`src/rtl/led_sched_pkg.sv`:
```
// Shared types and helpers for the LED bank scheduler: state encoding,
// owner index type and the round-robin pick.
package led_sched_pkg;

  localparam int BTN_COUNT = 4;

  typedef enum logic [1:0] {
    IDLE  = 2'd0,
    GRANT = 2'd1,
    SHOW  = 2'd2,
    GAP   = 2'd3
  } sched_state_t;

  typedef logic [1:0] owner_t;

  // First set request scanning upward from last+1, wrapping; returns last when none set.
  function automatic owner_t rr_pick(input logic [BTN_COUNT-1:0] req, input owner_t last);
    owner_t idx;
    logic   found;
    rr_pick = last;
    found   = 1'b0;
    for (int k = 1; k <= BTN_COUNT; k++) begin
      idx = last + owner_t'(k);
      if (!found && req[idx]) begin
        rr_pick = idx;
        found   = 1'b1;
      end
    end
  endfunction

  function automatic logic [BTN_COUNT-1:0] owner_onehot(input owner_t o);
    owner_onehot = '0;
    owner_onehot[o] = 1'b1;
  endfunction

endpackage

```
`src/rtl/led_bank_scheduler_btn_debounce.sv`:
```
// Per-button front end: 2-FF synchronizer followed by a level debouncer
// that emits a one-cycle rise pulse together with each accepted 0->1 change.
module btn_debounce #(
  parameter int DEBOUNCE_CYCLES = 250000
) (
  input  logic clk,
  input  logic rst_n,
  input  logic raw,
  output logic level,
  output logic rise
);

  localparam int CW = $clog2(DEBOUNCE_CYCLES + 1);
  localparam logic [CW-1:0] CNT_LAST = CW'(DEBOUNCE_CYCLES - 1);

  logic          sync1;
  logic          sync2;
  logic [CW-1:0] cnt;

  always_ff @(posedge clk or negedge rst_n) begin
    if (!rst_n) begin
      sync1 <= 1'b0;
      sync2 <= 1'b0;
      cnt   <= '0;
      level <= 1'b0;
      rise  <= 1'b0;
    end else begin
      sync1 <= raw;
      sync2 <= sync1;
      rise  <= 1'b0;
      // Any agreeing cycle restarts the count, so only an unbroken run flips the level.
      if (sync2 == level) begin
        cnt <= '0;
      end else if (cnt == CNT_LAST) begin
        level <= sync2;
        rise  <= sync2;
        cnt   <= '0;
      end else begin
        cnt <= cnt + 1'b1;
      end
    end
  end

endmodule

```
`src/rtl/led_bank_scheduler.sv`:
```
// Shares the four-LED bank between four debounced buttons: each press queues a
// request, a round-robin FSM grants one owner a blinking window followed by a dark gap.
module led_bank_scheduler
  import led_sched_pkg::*;
#(
  parameter int DEBOUNCE_CYCLES = 250000,
  parameter int HOLD_CYCLES     = 12500000,
  parameter int BLINK_HALF      = 2500000,
  parameter int GAP_CYCLES      = 250000
) (
  input  logic                 clk,
  input  logic                 rst_n,
  input  logic [BTN_COUNT-1:0] btn,
  output logic [BTN_COUNT-1:0] led,
  output logic                 busy,
  output owner_t               owner,
  output sched_state_t         dbg_state,
  output logic [BTN_COUNT-1:0] dbg_pend,
  output logic [BTN_COUNT-1:0] dbg_level
);

  if (DEBOUNCE_CYCLES < 1 || HOLD_CYCLES < 1 || BLINK_HALF < 1 || GAP_CYCLES < 1
      || BLINK_HALF > HOLD_CYCLES) begin : g_param_check
    $error("led_bank_scheduler: illegal timing parameters");
  end

  localparam int HW = $clog2(HOLD_CYCLES + 1);
  localparam int BW = $clog2(BLINK_HALF + 1);
  localparam int GW = $clog2(GAP_CYCLES + 1);
  localparam logic [HW-1:0] HOLD_LAST  = HW'(HOLD_CYCLES - 1);
  localparam logic [BW-1:0] BLINK_LAST = BW'(BLINK_HALF - 1);
  localparam logic [GW-1:0] GAP_LAST   = GW'(GAP_CYCLES - 1);

  logic [BTN_COUNT-1:0] level;
  logic [BTN_COUNT-1:0] rise;
  logic [BTN_COUNT-1:0] pend;
  logic [BTN_COUNT-1:0] grant_clr;
  sched_state_t         state;
  owner_t               last;
  owner_t               pick;
  logic [HW-1:0]        hold_cnt;
  logic [BW-1:0]        blink_cnt;
  logic [GW-1:0]        gap_cnt;
  logic                 phase;

  for (genvar i = 0; i < BTN_COUNT; i++) begin : g_btn
    btn_debounce #(
      .DEBOUNCE_CYCLES(DEBOUNCE_CYCLES)
    ) u_debounce (
      .clk  (clk),
      .rst_n(rst_n),
      .raw  (btn[i]),
      .level(level[i]),
      .rise (rise[i])
    );
  end

  assign pick      = rr_pick(pend, last);
  assign grant_clr = (state == GRANT) ? owner_onehot(pick) : '0;

  // A rise landing on the grant of the same button re-queues it: set beats clear.
  always_ff @(posedge clk or negedge rst_n) begin
    if (!rst_n) begin
      pend <= '0;
    end else begin
      pend <= (pend & ~grant_clr) | rise;
    end
  end

  always_ff @(posedge clk or negedge rst_n) begin
    if (!rst_n) begin
      state     <= IDLE;
      led       <= '0;
      busy      <= 1'b0;
      owner     <= '0;
      last      <= owner_t'(BTN_COUNT - 1);
      hold_cnt  <= '0;
      blink_cnt <= '0;
      gap_cnt   <= '0;
      phase     <= 1'b0;
    end else begin
      case (state)
        IDLE: begin
          led  <= '0;
          busy <= 1'b0;
          if (|pend) begin
            state <= GRANT;
            busy  <= 1'b1;
          end
        end
        GRANT: begin
          owner     <= pick;
          last      <= pick;
          hold_cnt  <= '0;
          blink_cnt <= '0;
          phase     <= 1'b1;
          led       <= owner_onehot(pick);
          state     <= SHOW;
        end
        SHOW: begin
          if (hold_cnt == HOLD_LAST) begin
            led     <= '0;
            gap_cnt <= '0;
            state   <= GAP;
          end else begin
            hold_cnt <= hold_cnt + 1'b1;
            if (blink_cnt == BLINK_LAST) begin
              blink_cnt <= '0;
              phase     <= ~phase;
              led       <= phase ? '0 : owner_onehot(owner);
            end else begin
              blink_cnt <= blink_cnt + 1'b1;
            end
          end
        end
        GAP: begin
          led <= '0;
          if (gap_cnt == GAP_LAST) begin
            busy  <= 1'b0;
            state <= IDLE;
          end else begin
            gap_cnt <= gap_cnt + 1'b1;
          end
        end
        default: begin
          led   <= '0;
          busy  <= 1'b0;
          state <= IDLE;
        end
      endcase
    end
  end

  assign dbg_state = state;
  assign dbg_pend  = pend;
  assign dbg_level = level;

endmodule

```
`config.mk`:
```
export PLATFORM = sky130hd
export DESIGN_NAME = led_bank_scheduler
export DESIGN_NICKNAME = d
export VERILOG_FILES = /design/src/rtl/led_sched_pkg.sv /design/src/rtl/led_bank_scheduler_btn_debounce.sv /design/src/rtl/led_bank_scheduler.sv
export SDC_FILE = /design/constraint.sdc
export NUM_CORES = 1
export LEC_CHECK = 0
export CORE_ASPECT_RATIO = 1.5
export CORE_UTILIZATION = 35
export CTS_CLUSTER_SIZE = 16
export DETAILED_ROUTE_END_ITERATION = 12
export PLACE_DENSITY = 0.55
export RECOVER_POWER = 25
export SYNTH_ARGS = -nofsm -noshare
export SYNTH_HDL_FRONTEND = slang
export SYNTH_SLANG_ARGS = --single-unit
export TNS_END_PERCENT = 30
```
`constraint.sdc`:
```
create_clock -name clk -period 3.2 [get_ports clk]
set_input_delay 0.96 -clock clk [delete_from_list [all_inputs] [get_ports clk]]
set_output_delay 0.96 -clock clk [all_outputs]
set_load 0.05 [all_outputs]
```
# Word-level counts from Yosys, hierarchy flattened
# Index checks and enable logic that the tools add are counted.
[totals]
regBits = 168
output_inout_bits = 17
elab_cells = 158
[op_classes]
n_addsub = 10
n_lt_le_gt_ge = 8
n_eq_ne = 21
muxes = 58
bitwise = 8
n_reduce_logical = 23
[op_table]
columns = ["cell", "n"]
rows = [
  ["$mux 18", 10],
  ["$add 18x1->18 const B", 5],
  ["$eq 18x18->1 const B", 5],
  ["$pmux 24 s2", 1],
  ["$mux 22", 2],
  ["$pmux 22 s2", 1],
  ["$pmux 18 s2", 1],
  ["$add 24x1->24 const B", 1],
  ["$eq 24x24->1 const B", 1],
  ["$mux 24", 1],
  ["$add 22x1->22 const B", 1],
  ["$eq 22x22->1 const B", 1],
  ["$mux 1", 21],
  ["$lt 2x3->1 const B", 6],
  ["$mux 4", 4],
  ["$mux 2", 7],
  ["$ne 2x2->1 const B", 6],
  ["$pmux 4 s3", 1],
  ["$reduce_and 2->1", 6],
  ["$reduce_and 3->1", 3],
  ["$bmux 1 s2", 4],
  ["$pmux 2 s4", 1],
  ["$reduce_bool 2->1", 3],
  ["$logic_and 1x1->1", 5],
  ["other kinds (17)", 31],
]

# Longest topological paths before layout
# Gate-level depths: netlist of the first run.
[logic_depth]
word_depth = 21
ltp_mapped = 9
depth_no_buf = 7

# By module
# A second synthesis of the first run with hierarchy kept.
[hier_totals]
cells_unflattened = 921
area_unflattened_um2 = 8978.6
[by_module_without_submodules]
columns = ["module", "instances", "cells_per_inst", "area_each_um2"]
rows = [
  ["led_bank_scheduler", 1, 521, 4739.5],
  ["btn_debounce", 4, 100, 1059.8],
]

# Least setup slack after synthesis of the first run
# OpenSTA, ideal clock, no wires.
[synth_timing]
kind = "reg-to-reg"
from = "register state[1] (netlist: dbg_state[1])"
to = "register blink_cnt[3]"
setup_ns = 0.126
arrival_ns = 2.361
setup_slack_ns = 0.713
stages_incl_launch_ff = 8
path_buffers = 1
path_cell_list = "dfrtp_1 > ha_1 > inv_1 > or4_4 > o21ai_4 > buf_6 > nor2_2 > a221o_1"
[synth_between]
elab_chain_len = 3
word_cells_on_any_way = 6
cone_classes = "3 x eq/ne; 1 x mux; 2 x reduce/logical"
[synth_rtl]
columns = ["item", "line_no", "rtl"]
rows = [
  ["start, declared", "led_bank_scheduler.sv:38", "sched_state_t state;"],
  ["start signal, assigned", "led_bank_scheduler.sv:72", "state <= IDLE;"],
  ["start signal, assigned", "led_bank_scheduler.sv:87", "state <= GRANT;"],
  ["start signal, assigned", "led_bank_scheduler.sv:98", "state <= SHOW;"],
  ["$eq 2x2->1 or $eq 2x1->1 (tied branches)", "led_bank_scheduler.sv:82", "case (state)"],
  ["$ne 2x2->1 (no line) or $reduce_bool 2->1 (tied branches)", "n/a", ""],
  ["$reduce_and 2->1 (no line)", "n/a", ""],
  ["end signal, assigned", "led_bank_scheduler.sv:112", "blink_cnt <= blink_cnt + 1'b1;"],
  ["end, declared", "led_bank_scheduler.sv:42", "logic [BW-1:0] blink_cnt;"],
]
# Parallel ways exist; a longest one is shown, timed or not.
# A chain may end at the register's enable or synchronous reset.

# Worst setup path after layout of the first run
[layout_timing]
from = "register pend[2] (netlist: dbg_pend[2])"
to = "output port dbg_pend[2]"
[layout_lines]
columns = ["item", "line_no", "rtl"]
rows = [
  ["start, declared", "led_bank_scheduler.sv:36", "logic [BTN_COUNT-1:0] pend;"],
  ["start signal, assigned", "led_bank_scheduler.sv:66", "pend <= (pend & ~grant_clr) | rise;"],
  ["end, declared", "led_bank_scheduler.sv:18", "output logic [BTN_COUNT-1:0] dbg_pend,"],
]
# No word-level cell between the ends.

==> results of run 1 <==
## final timing paths
check                                          start                          end
max in group asynchronous                      rst_n  g_btn[0].u_debounce.cnt[16]
max reg2reg                             dbg_state[0]                   gap_cnt[3]
min reg2reg                g_btn[1].u_debounce.sync1    g_btn[1].u_debounce.sync2
max                                      dbg_pend[2]                  dbg_pend[2]
min                        g_btn[1].u_debounce.sync1    g_btn[1].u_debounce.sync2
min in group asynchronous                      rst_n  g_btn[3].u_debounce.cnt[15]
## Yosys cell counts, types with 23 or more instances
| library cell | instances | area [um2] |
|---|---|---|
| o21ai_0 | 26 | 130 |
| nand2_1 | 67 | 251 |
| dfrtp_1 | 166 | 4150 |
| clkbuf_1 | 24 | 90.1 |
| nand4_1 | 24 | 150 |
| and3_1 | 34 | 213 |
| a21oi_1 | 37 | 185 |
| xnor2_1 | 52 | 455 |
| nor2_1 | 118 | 443 |
| nand3_1 | 68 | 340 |
| nor3_1 | 23 | 115 |
| xor2_1 | 30 | 263 |
## flip-flops by register name (all words and copies together) (netlist names)
signal and cells:
dbg_state 2, gap_cnt 18, hold_cnt 24, g_btn.u_debounce.level 4
phase 1, dbg_pend 4, last 2, g_btn.u_debounce.rise 4
g_btn.u_debounce.sync2 4, g_btn.u_debounce.cnt 72, led 4, g_btn.u_debounce.sync1 4
busy 1, owner 2, blink_cnt 22
## cells in the final DEF (no fill, tap or decap), types with 7 or more instances in the layout
| master | count |
|---|---|
| clkdlybuf4s50_1 | 17 |
| nor3_1 | 23 |
| and4_1 | 10 |
| nand2_1 | 67 |
| nand2b_1 | 8 |
| mux2_2 | 9 |
| nor4_1 | 19 |
| nand4_1 | 24 |
| inv_6 | 7 |
| clkbuf_16 | 17 |
| inv_1 | 18 |
| ha_1 | 11 |
| dfrtp_1 | 166 |
| a21oi_1 | 37 |
| o21ai_0 | 26 |
| xor2_1 | 30 |
| buf_4 | 14 |
| nor3b_1 | 8 |
| xnor2_1 | 52 |
| or4_1 | 20 |
| and3_1 | 34 |
| o31ai_1 | 16 |
| nand3_1 | 68 |
| nor4b_1 | 7 |
| or3_1 | 15 |
| nor2_1 | 118 |
| nor4bb_1 | 7 |
## power groups by stage
stage,clock [mW],combinational [mW],sequential [mW]
after floorplan,0,0.0292,2.19
after global placement,0,0.0945,2.19
after detailed placement,0,0.0954,2.19
after CTS,2.19,0.0958,2.15
after global routing,2.27,0.103,2.15
final,2.12,0.0853,2.15
## per-stage QoR
stage	cells	cell area, um2	util, %	power, mW
2_1_floorplan	919	8800	-	2.22
3_3_place_gp	1246	9390	38.3	2.29
3_5_place_dp	1246	9390	38.3	2.29
4_1_cts	1278	9990	40.7	4.44
5_1_grt	1278	9970	40.6	4.53
6_report	1278	9970	40.6	4.36
## layout make-up
| type | count | area share, % |
|---|---|---|
| Clock buffer | 18 | 4.41 |
| Inverter | 19 | 0.716 |
| Clock inverter | 14 | 1.61 |
| Tap cell | 324 | 4.07 |
| Multi-Input combinational cell | 697 | 43.5 |
| Sequential cell | 168 | 42.2 |
| Timing Repair Buffer | 38 | 3.47 |
## layer usage
layer  GRT usage [%]  wire [um]
met5               0          0
met3            3.44        642
met2            30.4      10700
met4            7.11        409
met1            19.0       8520
## logic make-up (layout without fill, tap and decap cells)
logic type | after synthesis | in the layout
multiplexers | 13 | 13
flip-flops | 168 | 168
adder cells (fa/ha/maj) | 11 | 11
AND/OR/NAND/NOR | 458 | 458
buffers and inverters | 54 | 89
AO/OA/AOI/OAI | 133 | 133
XOR/XNOR | 82 | 82
==> impl_metrics.json, run 1 <==
{
  "status": "finished clean",
  "slowest_stage": "clkdlybuf4s50_1",
  "rrSetupSlack_ps": 590,
  "wl_um": 20300,
  "syn_area_per_cell_um2": 9.57,
  "fin_setup_tns_ps": 0,
  "synthAdderAreaFrac_pct": 1.56,
  "clock_skew_ps": 9.41,
  "cts_buffer_depth": 2,
  "ctsHoldBuffers": 0,
  "internal_power_mw": 3.35,
  "synthMuxAreaShare_pct": 1.61,
  "htree_levels": 4,
  "drt-initial-drc-count": 310,
  "seqCellArea_um2": 4210,
  "fmax_mhz": 365,
  "vias": 6947,
  "cp-start-kind": "register",
  "core_um2": 24500,
  "tightest_slew_ps": 1200,
  "initial_core_util_pct": 35.9,
  "max_stage_delay_ps": 890,
  "final_max_slew_viol_count": 0,
  "ir_worst_vdd_mv": 0.351,
  "wl_per_cell_um": 15.9,
  "worst_setup_path_end_kind": "output pin",
  "rows": 70,
  "fin_ws_ps": 460,
  "min_path_cells": 0,
  "ant_nets": 0,
  "drc": 0,
  "hpwl_um": 14100,
  "p_sw_mw": 1.01,
  "grt_pass1_wl_um": 34800,
  "synth_edf_count": 0,
  "antenna_found_initial": 0,
  "cts_setup_buffers": 0,
  "grt_max_degree": 50,
  "cts_tree": "built",
  "die_w_um": 131,
  "gr-total-overflow": 0,
  "finalHoldWorstSlack_ps": 351,
  "combPwrFrac_pct": 2.0,
  "synthArstFlopShare_pct": 100,
  "period_share_pct": 85.6,
  "multi_input_area_um2": 4340,
  "syn_nets": 936,
  "grtUsageTotal_pct": 16.8,
  "finalHoldViolCount": 0,
  "cts.sinks": 168,
  "synthSimpleGateAreaFrac_pct": 27.8,
  "crit_fanout": 6,
  "dr.pass1.iters": 5,
  "synth_compound_area_share_pct": 10.2,
  "netlist_area_um2": 8800,
  "vias_per_cell": 5.44,
  "path_cells": "clkdlybuf4s50_1",
  "io_buffers": 22,
  "postSynthCellCount": 919,
  "synth_seq_area_share_pct": 47.8,
  "place_congestion": 0.809,
  "pre_cts_ws_ps": 631,
  "setup_violations": 0,
  "layout_min_cycle_time_ps": 2740,
  "pwr-share-seq_pct": 49.4,
  "critPathBufInv": 1,
  "ys_ff_latch": 168,
  "ctsResizeCount": 0,
  "die_y_um": 196,
  "p_leak_nw": 4.06,
  "p_per_area_nw_per_um2": 437,
  "synth_top_family_by_area": "simple AND/OR/NAND/NOR gates",
  "fillers": 2463,
  "hp-class": "register to register",
  "area_growth_pct": 13.3,
  "path_clk_slew_ps": 70,
  "cp_num_cells": 1,
  "synth-xor-area-share_pct": 8.17,
  "die-area_um2": 25800,
  "cp.required_ps": 2240,
  "switching_share_pct": 23.1,
  "clock_latency_ps": 430,
  "maxCapViolCount": 0,
  "slew_headroom_pct": 20.2,
  "crit_family": "buffers and inverters",
  "ys_types": 69,
  "ys.flop_type": "dfrtp_1",
  "cp.arrival_ps": 1780,
  "rsz0062_at_grt": "false",
  "nNetsFinal": 958,
  "first_global_vias": 6937,
  "critPathKind": "register to output pin",
  "r2r_cells": 5,
  "diodes": 0,
  "p_clk_share_pct": 48.7,
  "yosys_warnings": 0,
  "ios": 23,
  "cts_buffers": 17,
  "drive_gt1_share_pct": 7.55,
  "root_buffer": "clkbuf_16"
}
(Power assumes the default switching activity.)
==> run 2, diff against run 1 <==
PLACE_DENSITY = default   (was 0.55)
==> run 2 against run 1 <==
The flow now finishes with violations (max-capacitance violations, max-slew violations); flip-flop and latch count is the same; highest routed layer unchanged; maximum frequency grew 0.21%; critical path type unchanged; register-to-register slack gained 60 ps; setup slack gained 5.6 ps.
==> impl_metrics.json, run 2 (synthesis gave the netlist of run 1 again) <==
{
  "critPathKind": "register to output pin",
  "drc": 0,
  "wl_per_cell_um": 15.4,
  "critPathBufInv": 1,
  "largestRegisters": "g_btn.u_debounce.cnt x72, hold_cnt x24, blink_cnt x22",
  "fin_setup_tns_ps": 0,
  "core_um2": 24500,
  "fmax_mhz": 366,
  "layout_min_cycle_time_ps": 2730,
  "root_buffer": "clkbuf_16",
  "cts_buffers": 17,
  "slowest_stage": "clkdlybuf4s50_1",
  "io_buffers": 22,
  "place_congestion": 0.811,
  "status": "complete, but fails checks",
  "die_y_um": 196,
  "cp.required_ps": 2240,
  "largest_reg_flops": 72,
  "ctsHoldBuffers": 0,
  "ant_nets": 0,
  "p_per_area_nw_per_um2": 445,
  "rows": 70,
  "die_w_um": 131,
  "p_clk_share_pct": 49.7,
  "finalHoldViolCount": 0,
  "worst_setup_path_end_kind": "output pin",
  "cp.arrival_ps": 1770,
  "gr-total-overflow": 0,
  "initial_core_util_pct": 35.9,
  "tightest_slew_ps": 1660,
  "fin_ws_ps": 465,
  "ir_worst_vdd_mv": 0.359,
  "drive_gt1_share_pct": 7.43,
  "top_register": "g_btn.u_debounce.cnt",
  "pwr-share-seq_pct": 48.3,
  "ios": 23,
  "hpwl_um": 13900,
  "area_growth_pct": 14.1,
  "clock_latency_ps": 440,
  "placed_area_um2": 9410,
  "cts.sinks": 168,
  "final_max_slew_viol_count": 58,
  "vias_per_cell": 5.33,
  "pre_cts_ws_ps": 684,
  "rsz0062_at_grt": "false",
  "vias": 6818,
  "htree_levels": 4,
  "wl_um": 19600,
  "cts_setup_buffers": 0,
  "dr.pass1.iters": 5,
  "grt_max_degree": 60,
  "nNetsFinal": 959,
  "cp-start-kind": "register",
  "grt_pass1_wl_um": 34100,
  "final_common_cell": "dfrtp_1",
  "path_clk_slew_ps": 70,
  "die-area_um2": 25800,
  "crit_fanout": 7,
  "p_sw_uw": 960,
  "combPwrFrac_pct": 2.0,
  "cts_tree": "built",
  "p_leak_nw": 4.09,
  "internal_power_mw": 3.50,
  "diodes": 0,
  "fillers": 2419,
  "period_share_pct": 85.5,
  "first_global_vias": 6888,
  "drt-initial-drc-count": 337,
  "final_cell_mix": "dfrtp_1 (166), nor2_1 (118), nand3_1 (68)",
  "design_area_um2": 10000,
  "cts_buffer_depth": 2,
  "setup_violations": 0,
  "clock_skew_ps": 10.5,
  "violations": "max-capacitance violations, max-slew violations",
  "path_cells": "clkdlybuf4s50_1",
  "antenna_found_initial": 0,
  "switching_share_pct": 21.5,
  "slew_headroom_pct": -10.6,
  "hp-class": "register to register",
  "crit_family": "buffers and inverters",
  "grtUsageTotal_pct": 16.4,
  "max_stage_delay_ps": 890,
  "maxCapViolCount": 1,
  "ctsResizeCount": 0
}
## run 2: changes by cell type in the layout (fill, tap and decap cells not counted), sizes merged
cell	previous run	this run
inv	26	22
clkbuf	20	21
bufinv	2	4
clkinvlp	3	2
clkinv	2	4
buf	15	16
## run 2: layout make-up
cell class	count	area (um2)	share of cell area (%)
Sequential cell	168	4210	41.9
Inverter	19	71.3	0.711
Timing Repair Buffer	39	377	3.75
Tap cell	324	405	4.04
Multi-Input combinational cell	697	4340	43.2
Clock buffer	19	443	4.41
Clock inverter	13	193	1.92
## run 2: worst paths after layout
path                                           startpoint                    endpoint  slack, ps  cells past startpoint
min in group asynchronous                           rst_n  g_btn[3].u_debounce.cnt[7]        940                      1
worst max register to register                hold_cnt[0]                hold_cnt[17]        650                      7
worst min-delay path            g_btn[1].u_debounce.sync1   g_btn[1].u_debounce.sync2        350                      0
worst max-delay path                          dbg_pend[3]                 dbg_pend[3]        470                      1
worst min register to register  g_btn[1].u_debounce.sync1   g_btn[1].u_debounce.sync2        350                      0
max in group asynchronous                           rst_n                hold_cnt[10]       1180                      2
## run 2: layer usage
metal	GRT usage, %	share of wire, %	routed length [um]
met3	3.46	3.7	736
met4	8.40	3.2	631
met2	29.0	51	10100
met1	18.6	42	8190
met5	0	0	0
## run 2: power by group through the flow
stage	registers (mW)	logic, mW	clock network [mW]
floorplan	2.19	0.0292	0
global placement	2.19	0.0949	0
detailed placement	2.19	0.0953	0
CTS	2.15	0.0963	2.28
global route	2.16	0.107	2.36
finish	2.15	0.0885	2.22
## run 2: metrics by stage
step                      hold WS, ps  utilization [%]  instances  total power, mW
after global placement            335             38.4       1247             2.29
after global routing              359             40.9       1279             4.62
after CTS                         350             41.0       1279             4.53
after detailed placement          335             38.4       1247             2.29
after floorplan                   331                -        919             2.22
final                             349             40.9       1279             4.46
==> run 3, diff against run 2 <==
MAX_ROUTING_LAYER = met4   (was default)
==> run 3 against run 2 <==
The run still ends with max-capacitance violations, max-slew violations left; global-route usage is 0.50 points higher; largest power group unchanged; critical path depth did not move; critical endpoint unchanged; final cell count unchanged; sequential share of layout area stayed put; maximum frequency is essentially flat; critical path type unchanged; largest cell class unchanged; die area did not move; power barely moved; highest routed layer unchanged.
==> impl_metrics.json, run 3 (synthesis gave the netlist of run 1 again) <==
{
  "drive_gt1_share_pct": 7.43,
  "grt_pass1_wl_um": 34100,
  "cp.required_ps": 2240,
  "slowest_stage": "clkdlybuf4s50_1",
  "fin_cells": 1279,
  "diodes": 0,
  "cts_buffer_depth": 2,
  "placedCellCount": 1247,
  "antenna_found_initial": 0,
  "wl_per_cell_um": 15.3,
  "max_stage_delay_ps": 890,
  "die_y_um": 196,
  "ctsResizeCount": 0,
  "rows": 70,
  "gr-total-overflow": 0,
  "grt_max_degree": 60,
  "fin_setup_tns_ps": 0,
  "finalHoldViolCount": 0,
  "pre_cts_ws_ps": 684,
  "die-area_um2": 25800,
  "ios": 23,
  "p_per_area_nw_per_um2": 445,
  "die_w_um": 131,
  "cts_buffers": 17,
  "rsz0062_at_grt": "false",
  "largest_reg_flops": 72,
  "cts_tree": "built",
  "cp-start-kind": "register",
  "worst_setup_path_end_kind": "output pin",
  "hp-class": "register to register",
  "layout_min_cycle_time_ps": 2740,
  "path_clk_slew_ps": 70,
  "wl_um": 19600,
  "maxCapViolCount": 1,
  "area_growth_pct": 14.1,
  "core_um2": 24500,
  "path_cells": "clkdlybuf4s50_1",
  "finalHoldWorstSlack_ps": 349,
  "place_congestion": 0.823,
  "ctsHoldBuffers": 0,
  "critPathBufInv": 1,
  "cts.sinks": 168,
  "crit_family": "buffers and inverters",
  "htree_levels": 4,
  "grtUsageTotal_pct": 16.9,
  "ant_nets": 0,
  "slew_headroom_pct": -9.91,
  "drc": 0,
  "clock_skew_ps": 10.2,
  "crit_fanout": 7,
  "clock_latency_ps": 440,
  "dr.pass1.iters": 4,
  "initial_core_util_pct": 35.9,
  "multi_input_area_um2": 4340,
  "status": "complete, but fails checks",
  "largestRegisters": "g_btn.u_debounce.cnt x72, hold_cnt x24, blink_cnt x22",
  "drt-initial-drc-count": 333,
  "hpwl_um": 13900,
  "cp.arrival_ps": 1780,
  "period_share_pct": 85.5,
  "setup_violations": 0,
  "final_cell_mix": "dfrtp_1 (166), nor2_1 (118), nand3_1 (68)",
  "final_common_cell": "dfrtp_1",
  "io_buffers": 22,
  "final_max_slew_viol_count": 58,
  "seqCellArea_um2": 4210,
  "fin_ws_ps": 465,
  "critPathKind": "register to output pin",
  "cts_setup_buffers": 0,
  "vias_per_cell": 5.37,
  "root_buffer": "clkbuf_16",
  "nNetsFinal": 959,
  "vias": 6872,
  "ir_worst_vdd_mv": 0.359,
  "first_global_vias": 6894,
  "violations": "max-capacitance violations, max-slew violations",
  "top_register": "g_btn.u_debounce.cnt",
  "fillers": 2419,
  "fmax_mhz": 366,
  "p_leak_nw": 4.09,
  "tightest_slew_ps": 1650
}
run 3: power breakdown:
group / internal [mW] / switching, mW
Sequential: 2.14 / 0.0131
Combinational: 0.0234 / 0.0648
Clock: 1.34 / 0.884
run 3: final cells by class:
class	count	area share, %
multi-input combinational	697	43.2
clock inverter	13	1.92
sequential	168	41.9
inverter	19	0.711
clock buffer	19	4.41
tap	324	4.04
timing repair buffer	39	3.75
run 3: path summary, 6_finish.rpt:
path                                                start                          to  slack [ps]  cells past startpoint
max in group asynchronous                           rst_n                hold_cnt[10]        1190                      2
worst min-delay path            g_btn[1].u_debounce.sync1   g_btn[1].u_debounce.sync2         350                      0
min in group asynchronous                           rst_n  g_btn[3].u_debounce.cnt[7]         940                      1
worst max-delay path                          dbg_pend[3]                 dbg_pend[3]         460                      1
worst max register to register                hold_cnt[0]                hold_cnt[17]         650                      7
worst min register to register  g_btn[1].u_debounce.sync1   g_btn[1].u_debounce.sync2         350                      0
run 3: stage by stage:
step | area, um2 | power (mW) | utilization [%]
6_report | 10000 | 4.46 | 40.9
5_1_grt | 10000 | 4.62 | 40.9
4_1_cts | 10000 | 4.53 | 41.0
3_5_place_dp | 9410 | 2.29 | 38.4
3_3_place_gp | 9410 | 2.29 | 38.4
2_1_floorplan | 8800 | 2.22 | -
run 3: routing by layer:
metal	share of wire (%)	track usage (%)	vias up	wire, um
li1	-	-	3384	-
met1	42	18.6	3341	8240
met2	51	29.0	105	10100
met3	3.4	3.44	42	658
met4	3.2	8.40	0	635
met5	0	-	-	0
==> RTL edit 1, RTL diff (settings of run 3) <==
Change the package constant `BTN_COUNT` from 4 to 6.
--- a/src/rtl/led_sched_pkg.sv
+++ b/src/rtl/led_sched_pkg.sv
@@ -2,7 +2,7 @@
 // owner index type and the round-robin pick.
 package led_sched_pkg;
 
-  localparam int BTN_COUNT = 4;
+  localparam int BTN_COUNT = 6;
 
   typedef enum logic [1:0] {
     IDLE  = 2'd0,
Ports: changed (resized btn, dbg_level, dbg_pend and led); port bits go from 23 to 31. No check against the original RTL was run, so the function may have changed too.
==> RTL edit 1 against run 3 <==
The run still ends with max-capacitance violations, max-slew violations left; final area grew 21%; area after synthesis up 21%; critical path depth is the same; sequential power up 27%; wire length is 16% higher; clock skew grew 0.75 ps; register-to-register slack worse by 100 ps; sequential cell count rose by 45; total power up 28%; setup slack lost 140 ps; largest cell class is now registers.
==> RTL edit 1: results (changes against run 3) <==
metric	value	unit	change
outcome	finished with violations		unchanged
violations	max-capacitance violations, max-slew violations		unchanged
dp_hpwl	15.6	mm	was 13.9 mm
muxShareOfSynthArea	0.00915		was 0.0161
cts.path.max_buffers	3		was 2
vdd_drop_max	0.000443	V	was 0.000359 V
synth_seq_area_share	0.500		was 0.478
synthTopCellsByCount	dfrtp_1, nor2_1, nand2_1		was dfrtp_1, nor2_1, nand3_1
netlist_instances	1104		was 919
ff2ff_path_depth	6		was 7
grt_pass1_vias	8100		was 6894
ys_top_cells_by_area	dfrtp_1, nor2_1, xnor2_1, xor2_1, nand3_1		was dfrtp_1, xnor2_1, nor2_1, nand3_1, xor2_1
synth_compound_area_frac	0.0901		was 0.102
synth-xor-area-share	0.0928		was 0.0817
ys_warn_count	0		unchanged
min-delay-start	g_btn[4].u_debounce.sync1$_DFF_PN0_		was g_btn[1].u_debounce.sync1$_DFF_PN0_
power.leakage	5.06	nW	was 4.09 nW
critPathMaxStageDelay	870	ps	was 890 ps
rows	77		was 70
dr.first_iter.drc_count	367		was 333
cts.htree.levels	1		was 4
maxCapViolCount	1		unchanged
drive_above_1_share	0.0646		was 0.0743
critPathMaxFanout	8		was 7
place.port_buffers	28		was 22
slew_viol_final	71		was 58
tightestPinTransition	1920	ps	was 1650 ps
clock_latency	520	ps	was 440 ps
place_area	11400	sq um	was 9410 sq um
dr.pass1.iters	5		was 4
skew	10.9	ps	was 10.2 ps
dpl.cell_count	1500		was 1247
cts_buffers	23		was 17
grt_max_degree	73		was 60
viasPerCell	5.27		was 5.37
grt.total_usage	0.160		was 0.169
grt_pass1_wl	39.7	mm	was 34.1 mm
hold_slack	347	ps	was 349 ps
reg_top3	g_btn.u_debounce.cnt x108, hold_cnt x24, blink_cnt x22		was g_btn.u_debounce.cnt x72, hold_cnt x24, blink_cnt x22
dp_slack	556	ps	was 684 ps
r2r_end	blink_cnt[15]$_DFFE_PN0P_		was hold_cnt[17]$_DFFE_PN0P_
==> RTL edit 1: cell count changes after synthesis, sizes merged, moves of 8 or more <==
cell   before  now
dfrtp     166  212
nor2      119  162
xor2       30   49
buf        10   24
nand4      24   37
xnor2      52   64
inv        18   29
nor3       23   33
or4        22   12
o21ai      28   37
nand2      67   75
==> RTL edit 1: area by class of cell <==
class | instances | area (sq um)
clock inverter | 9 | 149
sequential | 213 | 5330
tap | 395 | 494
multi-input combinational | 817 | 5000
inverter | 30 | 113
fill | 2876 | 17600
clock buffer | 31 | 646
timing repair buffer | 45 | 428
==> RTL edit 1: metal layers <==
layer | routed length, um | up-vias | part of all wire | GRT usage
li1 | - | 3956 | - | -
met1 | 9940 | 3972 | 0.44 | 0.197
met2 | 11200 | 147 | 0.49 | 0.262
met3 | 1110 | 46 | 0.048 | 0.0306
met4 | 625 | 0 | 0.027 | 0.0558
met5 | 0 | - | 0 | -
==> RTL edit 1: worst max path at each step <==
stage,from,depth (start not counted),to,slack [ps]
3_5_place_dp,hold_cnt[0]$_DFFE_PN0P_,6,blink_cnt[15]$_DFFE_PN0P_,560
3_3_place_gp,hold_cnt[0]$_DFFE_PN0P_,6,blink_cnt[15]$_DFFE_PN0P_,630
4_1_cts,owner[1]$_DFFE_PN0P_,1,owner[1],280
5_1_grt,owner[1]$_DFFE_PN0P_,1,owner[1],220
6_report,owner[1]$_DFFE_PN0P_,1,owner[1],320
2_1_floorplan,dbg_state[0]$_DFFE_PN0P_,7,blink_cnt[17]$_DFFE_PN0P_,550
==> RTL edit 1: power by group <==
group | switching (mW) | internal [mW]
clock | 1.10 | 1.73
combinational | 0.0919 | 0.0324
sequential | 0.0207 | 2.72
==> RTL edit 2, RTL diff (flow settings as in run 3) <==
Without the edit above. Register the input `btn` before use, with the module's reset. The logic sees it one clock later.
--- a/src/rtl/led_bank_scheduler.sv
+++ b/src/rtl/led_bank_scheduler.sv
@@ -18,6 +18,16 @@
   output logic [BTN_COUNT-1:0] dbg_pend,
   output logic [BTN_COUNT-1:0] dbg_level
 );
+
+  logic [BTN_COUNT-1:0] btn_q;
+
+  always_ff @(posedge clk or negedge rst_n) begin
+    if (!rst_n) begin
+      btn_q <= '0;
+    end else begin
+      btn_q <= btn;
+    end
+  end
 
   if (DEBOUNCE_CYCLES < 1 || HOLD_CYCLES < 1 || BLINK_HALF < 1 || GAP_CYCLES < 1
       || BLINK_HALF > HOLD_CYCLES) begin : g_param_check
@@ -49,7 +59,7 @@
     ) u_debounce (
       .clk  (clk),
       .rst_n(rst_n),
-      .raw  (btn[i]),
+      .raw  (btn_q[i]),
       .level(level[i]),
       .rise (rise[i])
     );
Check against the original RTL: same outputs for any inputs over 10 cycles, from zero or initial values and one cycle with rst_n low; that may be too few to reach the edited logic, so the function may still have changed.
==> RTL edit 2 against run 3 <==
Final cell count decreased by 1.6%; largest cell class is now registers; final area down 2.1%; setup slack gained 25 ps; worst hold slack gained 2.6 ps; via count shrank 3.6%; synthesized cell count shrank 1.6%; sequential cell count up 4; combinational power fell by 3.4%; first-iteration DRC count shrank 3.6%; highest routed layer unchanged; wire length down 6.3%; largest power group is now registers; area after synthesis down 1.4%; total power is 2.8% lower; sequential power increased by 3%; critical path depth stayed put.
==> RTL edit 2: results (changes against run 3) <==
metric	value	unit	change
power.leakage	4.07	nW	was 4.09 nW
via_count	6626		was 6872
min_path_type	reg2reg		unchanged
reg_top3	g_btn.u_debounce.cnt x72, hold_cnt x24, blink_cnt x22		unchanged
clock_latency	430	ps	
dr.pass1.iters	4		unchanged
cts_buffers	17		unchanged
tightestPinTransition	1350	ps	was 1650 ps
synth_seq_area_share	0.497		was 0.478
skew	10.3	ps	was 10.2 ps
maxPowerGroup	registers		was the clock network
cts_setup_buffers	0		unchanged
dr_wl_met2	9.22	mm	was 10.1 mm
grt_max_degree	57		was 60
switching_power	0.990	mW	was 0.962 mW
ys_top_cells_by_area	dfrtp_1, nor2_1, xnor2_1, nand3_1, xor2_1		was dfrtp_1, xnor2_1, nor2_1, nand3_1, xor2_1
syn-num-nets	921		was 936
wl_met1	8.49	mm	was 8.24 mm
routedWlPerCell	14.6	um	was 15.3 um
use_met2	0.271		was 0.290
nNetsFinal	938		was 959
grt_pass1_wl	32.2	mm	was 34.1 mm
power.total	4.34	mW	was 4.46 mW
path_clk_slew	70	ps	about the same
dr.first_iter.drc_count	321		was 333
ys_warn_count	0		unchanged
dr_wl_met3	524	um	was 658 um
cpLargestDelayFamily	buffers and inverters		unchanged
dp_slack	577	ps	was 684 ps
highest-signal-layer	met4		unchanged
combPwrFrac	0.020		about the same
cts_root_buf	clkbuf_16		unchanged
cts_resized	0		unchanged
critPathMaxStageDelay	870	ps	was 890 ps
finalSetupTns	0	ps	unchanged
grt.total_usage	0.163		was 0.169
synth_area_per_cell	9.59	sq um	was 9.57 sq um
cts.htree.levels	4		unchanged
gp_congestion	0.785		was 0.823
use_met1	0.200		was 0.186
critPathMaxFanout	7		unchanged
sequentialPower	2.21	mW	was 2.15 mW
arrival	1750	ps	was 1780 ps
synthTopCellsByCount	dfrtp_1, nor2_1, nand3_1		unchanged
place.port_buffers	22		unchanged
outcome	completed		was finished with violations
drive_above_1_share	0.0717		was 0.0743
place_area	9250	sq um	was 9410 sq um
dpl.cell_count	1226		was 1247
dp_hpwl	12.8	mm	was 13.9 mm
synthArstFlopShare	1.00		unchanged
antenna_found_initial	0		unchanged
ys_types	60		was 69
gr-usage-met3	0.0303		was 0.0344
finalNonFillerCells	1258		was 1279
vdd_drop_max	0.000341	V	was 0.000359 V
## RTL edit 2: cell count changes after synthesis, moves of 5 or more
cell,before,now
xnor2_1,52,46
and3_1,34,28
xor2_1,30,37
nor3_1,23,29
o21ai_1,1,7
nand2_1,67,62
or4_1,20,26
nand4_1,24,19
nor4_1,19,9
clkbuf_1,24,30
## RTL edit 2: area by class of cell
cell class,count,area (sq um)
multi-input combinational,674,4120
clock buffer,19,453
clock inverter,13,130
fill,2495,14500
tap,324,405
sequential,172,4310
timing repair buffer,37,328
inverter,19,71.3
## RTL edit 2: worst paths after layout
kind / startpoint / endpoint / slack [ps] / cells past startpoint
min in group asynchronous: rst_n / hold_cnt[21]$_DFFE_PN0P_ / 430 / 1
hold reg to reg: g_btn[1].u_debounce.sync1$_DFF_PN0_ / g_btn[1].u_debounce.sync2$_DFF_PN0_ / 350 / 0
hold / removal: g_btn[1].u_debounce.sync1$_DFF_PN0_ / g_btn[1].u_debounce.sync2$_DFF_PN0_ / 350 / 0
setup / recovery: dbg_pend[3]$_DFF_PN0_ / dbg_pend[3] / 490 / 1
max in group asynchronous: rst_n / g_btn[2].u_debounce.cnt[17]$_DFF_PN0_ / 1110 / 2
setup reg to reg: hold_cnt[0]$_DFFE_PN0P_ / hold_cnt[2]$_DFFE_PN0P_ / 550 / 7
## RTL edit 2: logic make-up (layout without fill, tap and decap cells)
| kind of cell | count (synthesis) | count (layout) | synth area share |
|---|---|---|---|
| AOI/OAI and AO/OA | 129 | 129 | 0.0967 |
| xor gates and xnor gates | 83 | 83 | 0.0839 |
| adders and majority gates | 11 | 11 | 0.0159 |
| buffers and inverters | 58 | 88 | 0.0276 |
| DFF | 172 | 172 | 0.497 |
| muxes | 12 | 12 | 0.0149 |
| and+or+nand+nor | 439 | 439 | 0.264 |
